<file path="src/rtl/store_narrow_buffer.sv">
// Store narrowing buffer: narrows GPR store data to byte/half/word lanes with byte enables and queues it for data memory.
// Latency: a store pushed into an empty buffer appears on mem_* right after the accepting edge. Otherwise it waits until all older entries have drained.
// Backpressure: st_ready drops when the buffer is full or flush is high. Head outputs hold steady while mem_ready is low.
// Ports:
//   clk, reset_n                  - clock (rising edge), async active-low reset
//   st_valid/st_ready             - store request handshake from the MEM stage
//   st_op, st_addr, st_data       - store opcode (00 SW, 01 SH, 10 SB, 11 illegal), byte address, GPR value
//   flush                         - synchronous discard of all queued stores
//   st_exc, st_exc_addr           - one-cycle reject pulse, and the address of the last rejected store
//   mem_valid/mem_ready           - head entry handshake to data memory
//   mem_addr, mem_wdata, mem_be   - word address, lane-replicated data, byte enables
//   count, empty                  - occupancy status
module store_narrow_buffer #(
  parameter int DEPTH = 2,
  parameter int CNT_W = 2
) (
  input  logic             clk,
  input  logic             reset_n,
  input  logic             st_valid,
  output logic             st_ready,
  input  logic [1:0]       st_op,
  input  logic [31:0]      st_addr,
  input  logic [31:0]      st_data,
  input  logic             flush,
  output logic             st_exc,
  output logic [31:0]      st_exc_addr,
  output logic             mem_valid,
  input  logic             mem_ready,
  output logic [31:0]      mem_addr,
  output logic [31:0]      mem_wdata,
  output logic [3:0]       mem_be,
  output logic [CNT_W-1:0] count,
  output logic             empty
);

  localparam int PTR_W = (DEPTH > 1) ? $clog2(DEPTH) : 1;

  // Entry storage; only the word address is kept, since the byte offset lives in the enables.
  logic [29:0] ent_addr  [DEPTH];
  logic [31:0] ent_wdata [DEPTH];
  logic [3:0]  ent_be    [DEPTH];

  logic [PTR_W-1:0] wr_ptr;
  logic [PTR_W-1:0] rd_ptr;
  logic [CNT_W-1:0] count_q;

  logic        legal;
  logic [31:0] nar_wdata;
  logic [3:0]  nar_be;
  logic        push;
  logic        pop;
  logic        reject;

  // Narrowing and alignment check for the incoming request
  always_comb begin
    legal     = 1'b0;
    nar_wdata = st_data;
    nar_be    = 4'b1111;
    case (st_op)
      2'b00: legal = (st_addr[1:0] == 2'b00);
      2'b01: begin
        legal     = ~st_addr[0];
        nar_wdata = {2{st_data[15:0]}};
        nar_be    = st_addr[1] ? 4'b1100 : 4'b0011;
      end
      2'b10: begin
        legal     = 1'b1;
        nar_wdata = {4{st_data[7:0]}};
        nar_be    = 4'b0001 << st_addr[1:0];
      end
      default: legal = 1'b0;
    endcase
  end

  // Readiness depends only on the registered count, so a pop cannot make room for a push in the same cycle.
  assign st_ready  = (count_q < CNT_W'(DEPTH)) & ~flush;
  assign push      = st_valid & st_ready & legal;
  assign reject    = st_valid & st_ready & ~legal;
  assign mem_valid = (count_q != '0);
  assign pop       = mem_valid & mem_ready;
  assign empty     = ~mem_valid;
  assign count     = count_q;

  // Head outputs read as zero when the buffer is empty, so stale storage never appears on the DM port.
  assign mem_addr  = mem_valid ? {ent_addr[rd_ptr], 2'b00} : 32'h0;
  assign mem_wdata = mem_valid ? ent_wdata[rd_ptr] : 32'h0;
  assign mem_be    = mem_valid ? ent_be[rd_ptr] : 4'h0;

  always_ff @(posedge clk or negedge reset_n) begin
    if (!reset_n) begin
      wr_ptr      <= '0;
      rd_ptr      <= '0;
      count_q     <= '0;
      st_exc      <= 1'b0;
      st_exc_addr <= 32'h0;
    end else begin
      st_exc <= reject;
      if (reject) begin
        st_exc_addr <= st_addr;
      end
      // A pop that coincides with flush has already completed on the DM side. Only the queue state is cleared.
      if (flush) begin
        wr_ptr  <= '0;
        rd_ptr  <= '0;
        count_q <= '0;
      end else begin
        if (push) begin
          wr_ptr <= wr_ptr + PTR_W'(1);
        end
        if (pop) begin
          rd_ptr <= rd_ptr + PTR_W'(1);
        end
        count_q <= count_q + CNT_W'(push) - CNT_W'(pop);
      end
    end
  end

  // The write slot never aliases the live head while the head is valid, so head data stays stable under stall.
  always_ff @(posedge clk) begin
    if (push) begin
      ent_addr[wr_ptr]  <= st_addr[31:2];
      ent_wdata[wr_ptr] <= nar_wdata;
      ent_be[wr_ptr]    <= nar_be;
    end
  end

endmodule
</file>
<file path="config.mk">
export PLATFORM = sky130hd
export DESIGN_NAME = store_narrow_buffer
export DESIGN_NICKNAME = d
export VERILOG_FILES = /design/src/rtl/store_narrow_buffer.sv
export SDC_FILE = /design/constraint.sdc
export NUM_CORES = 1
export LEC_CHECK = 0
export ABC_AREA = 0
export CAP_MARGIN = 40
export CORE_MARGIN = 2
export CORE_UTILIZATION = 32
export CTS_CLUSTER_DIAMETER = 150
export DETAILED_ROUTE_END_ITERATION = 7
export PLACE_DENSITY_LB_ADDON = 0.3
export SETUP_SLACK_MARGIN = 0.1
export SLEW_MARGIN = 20
export SYNTH_ARGS = -nofsm -noshare
export SYNTH_HDL_FRONTEND = slang
export SYNTH_SLANG_ARGS = --single-unit
</file>
<file path="constraint.sdc">
create_clock -name clk -period 5.95 [get_ports clk]
set_clock_uncertainty 0.2 [all_clocks]
set_input_delay 1.19 -clock clk [delete_from_list [all_inputs] [get_ports clk]]
set_output_delay 1.19 -clock clk [all_outputs]
set_load 0.1 [all_outputs]
</file>
==> results of run 1 <==
## through the flow
step	TNS [ns]	instances	utilization (%)	hold slack, ns
2_1_floorplan	-63.41	460	-	0.269
3_3_place_gp	0	891	41.7	0.274
3_5_place_dp	0	998	50.2	0.285
4_1_cts	0	1030	52.7	0.302
5_1_grt	0	1032	52.9	0.317
6_report	0	1032	52.9	0.299
## routing by layer
metal | up-vias | part of all wire, % | GRT usage [%] | wire (um)
met2 | 184 | 48 | 23.9 | 8190
met1 | 2241 | 45 | 20.4 | 7770
li1 | 2218 | - | - | -
met5 | - | 0 | 0 | 0
met4 | 0 | 1.2 | 4.54 | 208
met3 | 12 | 6.0 | 3.39 | 1040
## flip-flops by register name, summed over array words and instances (netlist names)
name,flops
ent_wdata,64
ent_be,8
ent_addr,60
wr_ptr,1
st_exc_addr,32
st_exc,1
count,2
rd_ptr,1
## how the worst min path moves through the flow
stage | startpoint | to | slack, ns | cells after the start
floorplan | wr_ptr | wr_ptr | 0.27 | 1
global placement | st_exc_addr[12] | st_exc_addr[12] | 0.27 | 1
detailed placement | st_exc_addr[12] | st_exc_addr[12] | 0.29 | 1
CTS | st_exc_addr[12] | st_exc_addr[12] | 0.30 | 1
global route | st_exc_addr[4] | st_exc_addr[4] | 0.32 | 1
finish | st_exc_addr[12] | st_exc_addr[12] | 0.30 | 1
## cells in the mapped netlist
| library cell | instances | area, um2 |
|---|---|---|
| edfxtp_1 | 132 | 3960 |
| nor2_1 | 79 | 297 |
| mux2i_1 | 67 | 671 |
| dfrtp_1 | 37 | 926 |
| mux2_4 | 29 | 435 |
| inv_1 | 15 | 56.3 |
| clkbuf_1 | 11 | 41.3 |
| a21oi_1 | 10 | 50.1 |
| nand2_1 | 9 | 33.8 |
| a22o_1 | 8 | 70.1 |
| a22oi_1 | 8 | 60.1 |
| buf_2 | 8 | 40.0 |
| o22ai_1 | 8 | 50.1 |
| ha_1 | 6 | 75.1 |
| buf_1 | 4 | 15.0 |
| o21ai_0 | 4 | 20.0 |
| buf_6 | 3 | 33.8 |
| mux2_1 | 3 | 33.8 |
| nand2b_1 | 3 | 18.8 |
| and2_1 | 2 | 12.5 |
| buf_4 | 2 | 15.0 |
| nor2_4 | 2 | 22.5 |
| xnor2_1 | 2 | 17.5 |
| a221oi_4 | 1 | 26.3 |
| conb_1 | 1 | 3.75 |
| inv_2 | 1 | 3.75 |
| nand3_1 | 1 | 5.00 |
| nor2b_1 | 1 | 6.26 |
| or2_2 | 1 | 6.26 |
| xor2_1 | 1 | 8.76 |
## logic make-up (layout without fill, tap and decap cells)
family / after synthesis / in the layout / synth area share [%]
flops: 169 / 169 / 69.7
fa+ha+maj: 6 / 6 / 1.07
buf+inv: 44 / 336 / 2.92
compound gates: 39 / 39 / 3.94
xor+xnor: 3 / 3 / 0.374
mux: 99 / 99 / 16.2
simple gates: 98 / 98 / 5.72
other cells: 1 / 2 / 0.0534
## critical path, cell delays in order, from the launching register on
cell	delay, ns
dfrtp_1	0.42
or2_2	0.32
inv_2	0.58
buf_4	0.40
nor2_1	0.09
clkdlybuf4s50_1	0.53
buf_16	0.22
## cell type report
type                    count  area [um2]  share of cell area, %
clock buffers              24         472                   4.11
clock inverters             8        75.1                  0.654
inverters                  16        60.1                  0.523
multi-input cells         247        1940                   16.9
flip-flops and latches    169        4890                   42.6
well taps                 280         350                   3.05
repair buffers            288        3690                   32.1
==> Flow_metrics.wiki, run 1 <==
{| class="wikitable"
! Metric !! Value
|-
| Post-CTS setup buffers || 0
|-
| Number of library cell types mapped by synthesis || 30
|-
| Worst-path maximum fanout || 45
|-
| Post-route fraction of the period consumed by the critical path || 73.8%
|-
| Crit path to || mem_addr[6]
|-
| Antenna violation net count after detailed routing || 0
|-
| Flops & latches, synth || 169
|-
| Leading cell type in the layout, fill and taps excluded || clkdlybuf4s50_1
|-
| Overflow left after global routing || 0
|-
| Type of the setup path with the least slack || flop to output port
|-
| Clock slew at reported path FFs || 0.06 ns
|-
| Die H || 152 um
|-
| Starting density of the core || 32.4%
|-
| Worst Max-Slew Pin Slew || 0.782 ns
|-
| Total of cells resized after clock tree synthesis || 0
|-
| Number of placement rows || 54
|-
| Worst flop-to-flop path startpoint || count[1]
|-
| Depth of the most critical reg-to-reg path || 5
|-
| Die area || 0.0231 mm2
|-
| Max clock buf depth || 2
|-
| Hold-fix buffer count after cts || 0
|-
| Cells after Synth || 459
|-
| I/O pin cnt || 177
|-
| Pre-antenna DRT Iters || 5
|-
| Cell Area, Placed || 0.0109 mm2
|-
| Routability-driven placement congestion ratio || 0.729
|-
| Most frequent cells in the layout || 173 x clkdlybuf4s50_1, 132 x edfxtp_1, 87 x buf_8
|-
| Type of the worst min-delay path || flop to flop
|-
| Final hold violation count || 0
|-
| Post-route worst setup slack || 1.56 ns
|-
| Setup slack on the worst flop-to-flop path || 3.71 ns
|-
| Capture point of the worst reg-to-reg path || st_exc_addr[13]
|-
| Crit end category || output port
|-
| YS warnings || 0
|-
| Clock tree from TritonCTS || built
|-
| Type of element launching the critical path || flop
|-
| DP HPWL || 12.2 mm
|-
| FILL cells || 1,681
|-
| Crit path time final || 4.39 ns
|-
| Port Buffers || 174
|-
| Via count of the first global-routing pass || 4,926
|-
| # diodes || 0
|-
| Total of endpoints with negative setup slack in the final report || 0
|-
| Cell Area, Synth || 0.00702 mm2
|-
| Number of sinks handled by clock tree synthesis || 169
|-
| Initial DRC count || 271
|-
| Clock latency at the later pin of the worst-skew pair || 0.41 ns
|-
| Residual DRC count || 0
|-
| NumNets Final || 816
|-
| Achievable frequency || 228 MHz
|-
| Wire length of the first global-routing pass || 27.0 mm
|-
| Worst slew margin relative to its limit || 47.8%
|-
| Initial antenna violation count || 0
|-
| Largest net degree at the start of global routing || 46
|-
| Floorplan die width || 152 um
|-
| Clock buffers created by TritonCTS || 17
|-
| RSZ-0062 raised after global routing || false
|-
| Clock root buffer || clkbuf_16
|-
| Synthesized area per cell || 15.3 um2
|-
| WL per Instance || 16.7 um
|-
| Launch point of the worst path || count[1]
|-
| Placement Setup Slack || 1.25 ns
|-
| Vias per std cell || 4.51
|-
| Post-route cell area || 0.0115 mm2
|-
| H-tree levels || 4
|-
| Result of the run || completed
|-
| Total vias in the final route || 4,655
|-
| Max-slew violation count || 0
|-
| Arrival time reported for the critical path endpoint || 3.00 ns
|-
| Fraction of layout instances using a drive strength above 1 || 23.9%
|-
| Total of max-cap violations || 0
|-
| Required @ worst endpoint || 4.56 ns
|-
| Portion of the post-synthesis area used by sequential elements || 69.7%
|-
| Post-Route WL || 17.2 mm
|-
| Aggregate global-route resource usage || 14.9%
|-
| Core box area || 0.0217 mm2
|-
| Layout Area Growth over Synthesis || 63.6%
|}
Power of run 1 is not shown: default switching activity piles up to over one toggle a cycle in this logic, so the estimate is an artifact.
==> run 2: changes to the inputs <==
==> constraint.sdc (replaced) <==
create_clock -name clk -period 4.2 [get_ports clk]
set_clock_uncertainty 0.2 [all_clocks]
set_input_delay 0.84 -clock clk [delete_from_list [all_inputs] [get_ports clk]]
set_output_delay 0.84 -clock clk [all_outputs]
set_load 0.1 [all_outputs]
==> Flow_metrics.wiki, run 2 (synthesis results as in run 1) <==
{| class="wikitable"
! Metric !! Value
|-
| Achievable frequency || 285 MHz
|-
| Max clock buf depth || 2
|-
| Type of the setup path with the least slack || flop to output port
|-
| Clock latency at the later pin of the worst-skew pair || 0.42 ns
|-
| Crit end category || output port
|-
| Worst slew margin relative to its limit || 56.7%
|-
| Overflow left after global routing || 0
|-
| # placed instances || 935
|-
| Number of placement rows || 54
|-
| Most flops, register || ent_wdata
|-
| Type of the worst min-delay path || primary input to asynchronous set/reset pin
|-
| Type of element launching the critical path || flop
|-
| Number of cells in the finished layout apart from fillers || 967
|-
| Clock buffers created by TritonCTS || 17
|-
| Starting density of the core || 32.4%
|-
| Die H || 152 um
|-
| Clock root buffer || clkbuf_16
|-
| DP HPWL || 12.0 mm
|-
| Initial DRC count || 180
|-
| Post-CTS setup buffers || 0
|-
| Residual DRC count || 0
|-
| Crit path time final || 3.51 ns
|-
| NumNets Final || 751
|-
| Required @ worst endpoint || 3.16 ns
|-
| Aggregate global-route resource usage || 14.8%
|-
| I/O pin cnt || 177
|-
| Clock tree from TritonCTS || built
|-
| Leading cell type in the layout, fill and taps excluded || edfxtp_1
|-
| Port Buffers || 174
|-
| Max-slew violation count || 0
|-
| Final hold violation count || 0
|-
| Most frequent cells in the layout || 132 x edfxtp_1, 105 x clkdlybuf4s50_1, 76 x buf_4
|-
| Worst-path maximum fanout || 39
|-
| Worst Max-Slew Pin Slew || 0.649 ns
|-
| Core box area || 0.0217 mm2
|-
| Routability-driven placement congestion ratio || 0.771
|-
| Largest net degree at the start of global routing || 40
|-
| Clock slew at reported path FFs || 0.07 ns
|-
| Fraction of layout instances using a drive strength above 1 || 32.5%
|-
| Antenna violation net count after detailed routing || 0
|-
| Total vias in the final route || 4,407
|-
| Initial antenna violation count || 1
|-
| H-tree levels || 4
|-
| Wire length of the first global-routing pass || 26.3 mm
|-
| Number of sinks handled by clock tree synthesis || 169
|-
| Hold-fix buffer count after cts || 0
|-
| Result of the run || completed
|-
| WL per Instance || 17.6 um
|-
| Post-route fraction of the period consumed by the critical path || 83.6%
|-
| RSZ-0062 raised after global routing || false
|-
| Total of max-cap violations || 0
|-
| Pre-antenna DRT Iters || 4
|-
| Post-Route WL || 17.0 mm
|-
| Total of endpoints with negative setup slack in the final report || 0
|-
| Arrival time reported for the critical path endpoint || 2.47 ns
|-
| Die area || 0.0231 mm2
|-
| Floorplan die width || 152 um
|-
| Via count of the first global-routing pass || 4,564
|-
| Layout Area Growth over Synthesis || 46.0%
|-
| Vias per std cell || 4.56
|-
| # diodes || 0
|-
| Total of cells resized after clock tree synthesis || 0
|-
| Largest regs || ent_wdata x64, ent_addr x60, st_exc_addr x32
|-
| Flip-flop count of the largest register after layout || 64
|}
==> run 2: cell count changes in the layout (fill, tap and decap cells not counted), moves of 2 or more <==
cell | before | now
nor2_1 | 77 | 43
dfrtp_1 | 36 | 34
inv_6 | 0 | 3
buf_4 | 3 | 76
buf_8 | 87 | 33
nor2_2 | 0 | 34
clkinvlp_4 | 4 | 2
clkdlybuf4s50_1 | 173 | 105
dfrtp_2 | 0 | 2
buf_16 | 19 | 3
clkinv_4 | 0 | 3
clkbuf_1 | 5 | 1
==> run 2: final timing paths <==
path,start,cells past startpoint,slack [ns],to
max in group asynchronous,reset_n,2,3.22,rd_ptr
max reg2reg,count[0],6,2.18,count[0]
min,reset_n,1,0.1,st_exc_addr[6]
max,count[1],5,0.69,mem_wdata[11]
min reg2reg,st_exc_addr[13],1,0.31,st_exc_addr[13]
min in group clk,st_exc_addr[13],1,0.31,st_exc_addr[13]
==> run 2: metrics by stage <==
step | utilization [%] | setup TNS (ns) | hold slack (ns) | worst slack [ns] | area, um2
final | 47.2 | 0 | 0.0980 | 0.687 | 10200
after CTS | 47.2 | 0 | 0.0848 | 0.625 | 10200
after global routing | 47.2 | 0 | 0.102 | 0.523 | 10200
after floorplan | - | -0.688 | 0.322 | -0.115 | 7130
after detailed placement | 44.4 | 0 | 0.291 | 0.596 | 9640
after global placement | 41.7 | 0 | 0.274 | 0.696 | 9040
==> run 2: worst max-delay path, cell delays in order, from the launching register on <==
cell and delay [ns]:
dfrtp_2 0.41, or2_2 0.16, clkinv_2 0.50, buf_4 0.47, nor2_2 0.17, buf_4 0.31
==> run 2: layer usage <==
layer | vias to the layer above | global-route usage (%) | wire length, um
li1 | 2091 | - | -
met1 | 2107 | 20.4 | 7740
met2 | 183 | 21.8 | 7580
met3 | 24 | 5.82 | 1470
met4 | 2 | 4.14 | 219
met5 | - | 0 | 13
==> run 2: area by class of cell <==
| type | instances | area (um2) |
|---|---|---|
| fillers | 1830 | 11400 |
| flip-flops and latches | 169 | 4900 |
| well taps | 280 | 350 |
| multi-input cells | 247 | 2030 |
| clock buffers | 20 | 468 |
| clock inverters | 12 | 138 |
| inverters | 16 | 61.3 |
| repair buffers | 223 | 2300 |
Power of run 2 is left out for the same reason.
==> run 3: changes to the inputs <==
==> constraint.sdc (replaced) <==
create_clock -name clk -period 2.9 [get_ports clk]
set_clock_uncertainty 0.2 [all_clocks]
set_input_delay 0.58 -clock clk [delete_from_list [all_inputs] [get_ports clk]]
set_output_delay 0.58 -clock clk [all_outputs]
set_load 0.1 [all_outputs]
==> Flow_metrics.wiki, run 3 (synthesis results as in run 1) <==
{| class="wikitable"
! Metric !! Value
|-
| # diodes || 0
|-
| Aggregate global-route resource usage || 14.6%
|-
| Final hold violation count || 0
|-
| NumNets Final || 722
|-
| Clock slew at reported path FFs || 0.06 ns
|-
| Cell Area, Placed || 0.0103 mm2
|-
| Flip-flop count of the largest register after layout || 64
|-
| Post-Route WL || 16.5 mm
|-
| Overflow left after global routing || 0
|-
| Post-CTS setup buffers || 0
|-
| Layout Area Growth over Synthesis || 55.5%
|-
| Clock latency at the later pin of the worst-skew pair || 0.42 ns
|-
| WL per Instance || 17.6 um
|-
| Fraction of layout instances using a drive strength above 1 || 40.7%
|-
| Crit path time final || 2.75 ns
|-
| Crit end category || output port
|-
| Residual DRC count || 0
|-
| Number of sinks handled by clock tree synthesis || 169
|-
| Worst-path maximum fanout || 30
|-
| Total of endpoints with negative setup slack in the final report || 0
|-
| DP HPWL || 12.0 mm
|-
| Worst Max-Slew Pin Slew || 0.725 ns
|-
| I/O pin cnt || 177
|-
| Vias per std cell || 4.63
|-
| RSZ-0062 raised after global routing || true
|-
| Achievable frequency || 364 MHz
|-
| Post-route fraction of the period consumed by the critical path || 94.8%
|-
| Result of the run || completed
|-
| Worst hold slack || 0.0204 ns
|-
| Clock buffers created by TritonCTS || 17
|-
| Setup slack on the worst flop-to-flop path || 0.86 ns
|-
| Total of cells resized after clock tree synthesis || 0
|-
| Core box area || 0.0217 mm2
|-
| Die area || 0.0231 mm2
|-
| Initial DRC count || 269
|-
| Largest regs || ent_wdata x64, ent_addr x60, st_exc_addr x32
|-
| Most flops, register || ent_wdata
|-
| Leading cell type in the layout, fill and taps excluded || edfxtp_1
|-
| Routability-driven placement congestion ratio || 0.742
|-
| Worst slew margin relative to its limit || 51.6%
|-
| Arrival time reported for the critical path endpoint || 1.97 ns
|-
| Hold-fix buffer count after cts || 0
|-
| Clock tree from TritonCTS || built
|-
| Post-route cell area || 0.0109 mm2
|-
| Type of element launching the critical path || flop
|-
| Type of the worst min-delay path || primary input to asynchronous set/reset pin
|-
| Required @ worst endpoint || 2.12 ns
|-
| Largest net degree at the start of global routing || 40
|-
| Most frequent cells in the layout || 132 x edfxtp_1, 77 x buf_12, 69 x clkdlybuf4s50_1
|-
| Total vias in the final route || 4,341
|-
| Initial antenna violation count || 1
|-
| Depth of the most critical reg-to-reg path || 7
|-
| Worst flop-to-flop path startpoint || count[1]
|-
| Capture point of the worst reg-to-reg path || count[1]
|-
| Floorplan die width || 152 um
|-
| Launch point of the worst path || count[1]
|-
| Number of placement rows || 54
|-
| Port Buffers || 174
|-
| Clock root buffer || clkbuf_16
|-
| Total of max-cap violations || 0
|-
| Max clock buf depth || 2
|-
| Pre-antenna DRT Iters || 4
|-
| Wire length of the first global-routing pass || 26.2 mm
|-
| H-tree levels || 4
|-
| Die H || 152 um
|-
| Max-slew violation count || 0
|-
| Via count of the first global-routing pass || 4,623
|-
| Starting density of the core || 32.4%
|-
| Antenna violation net count after detailed routing || 0
|-
| Type of the setup path with the least slack || flop to output port
|}
[run 3: final cells by class]
cell class                      instances  area [um2]
Inverter                               16        65.1
Tap cell                              280         350
Timing Repair Buffer                  194        2630
Fill cell                            1806       10800
Clock inverter                         13         128
Multi-Input combinational cell        247        2370
Sequential cell                       169        4900
Clock buffer                           19         464
[run 3: metrics by stage]
step	setup WS, ns	instances	util (%)	setup TNS, ns
2_1_floorplan	-0.164	460	-	-21.81
3_3_place_gp	-0.00819	906	47.5	-0.359
3_5_place_dp	-0.0885	906	47.5	-8.68
4_1_cts	0.114	938	50.2	0
5_1_grt	0.0719	938	50.3	0
6_report	0.150	938	50.3	0
[run 3: how the worst max path moves through the flow]
stage | to | slack [ns] | depth (start not counted)
after floorplan | mem_addr[10] | -0.16 | 4
after global placement | ent_wdata[0][17] | -0.008 | 9
after detailed placement | ent_wdata[0][17] | -0.09 | 9
after CTS | mem_addr[22] | 0.11 | 5
after global routing | mem_addr[7] | 0.07 | 5
final | mem_addr[7] | 0.15 | 5
[run 3: worst max-delay path, stage by stage (launching register included)]
cell	delay, ns
dfrtp_4	0.51
or2_4	0.29
inv_6	0.17
buf_16	0.26
nor2_2	0.10
buf_12	0.17
[run 3: per-layer routing]
metal  wire [um]  part of all wire, %  vias up  global-route usage [%]
met1        6810                   41     2105                    18.5
met4         149                 0.90        2                    3.56
met5          12                0.073        -                       0
li1            -                    -     2030                       -
met2        7930                   48      191                    23.2
met3        1590                  9.6       13                    6.22
Power of run 3 is left out for the same reason.
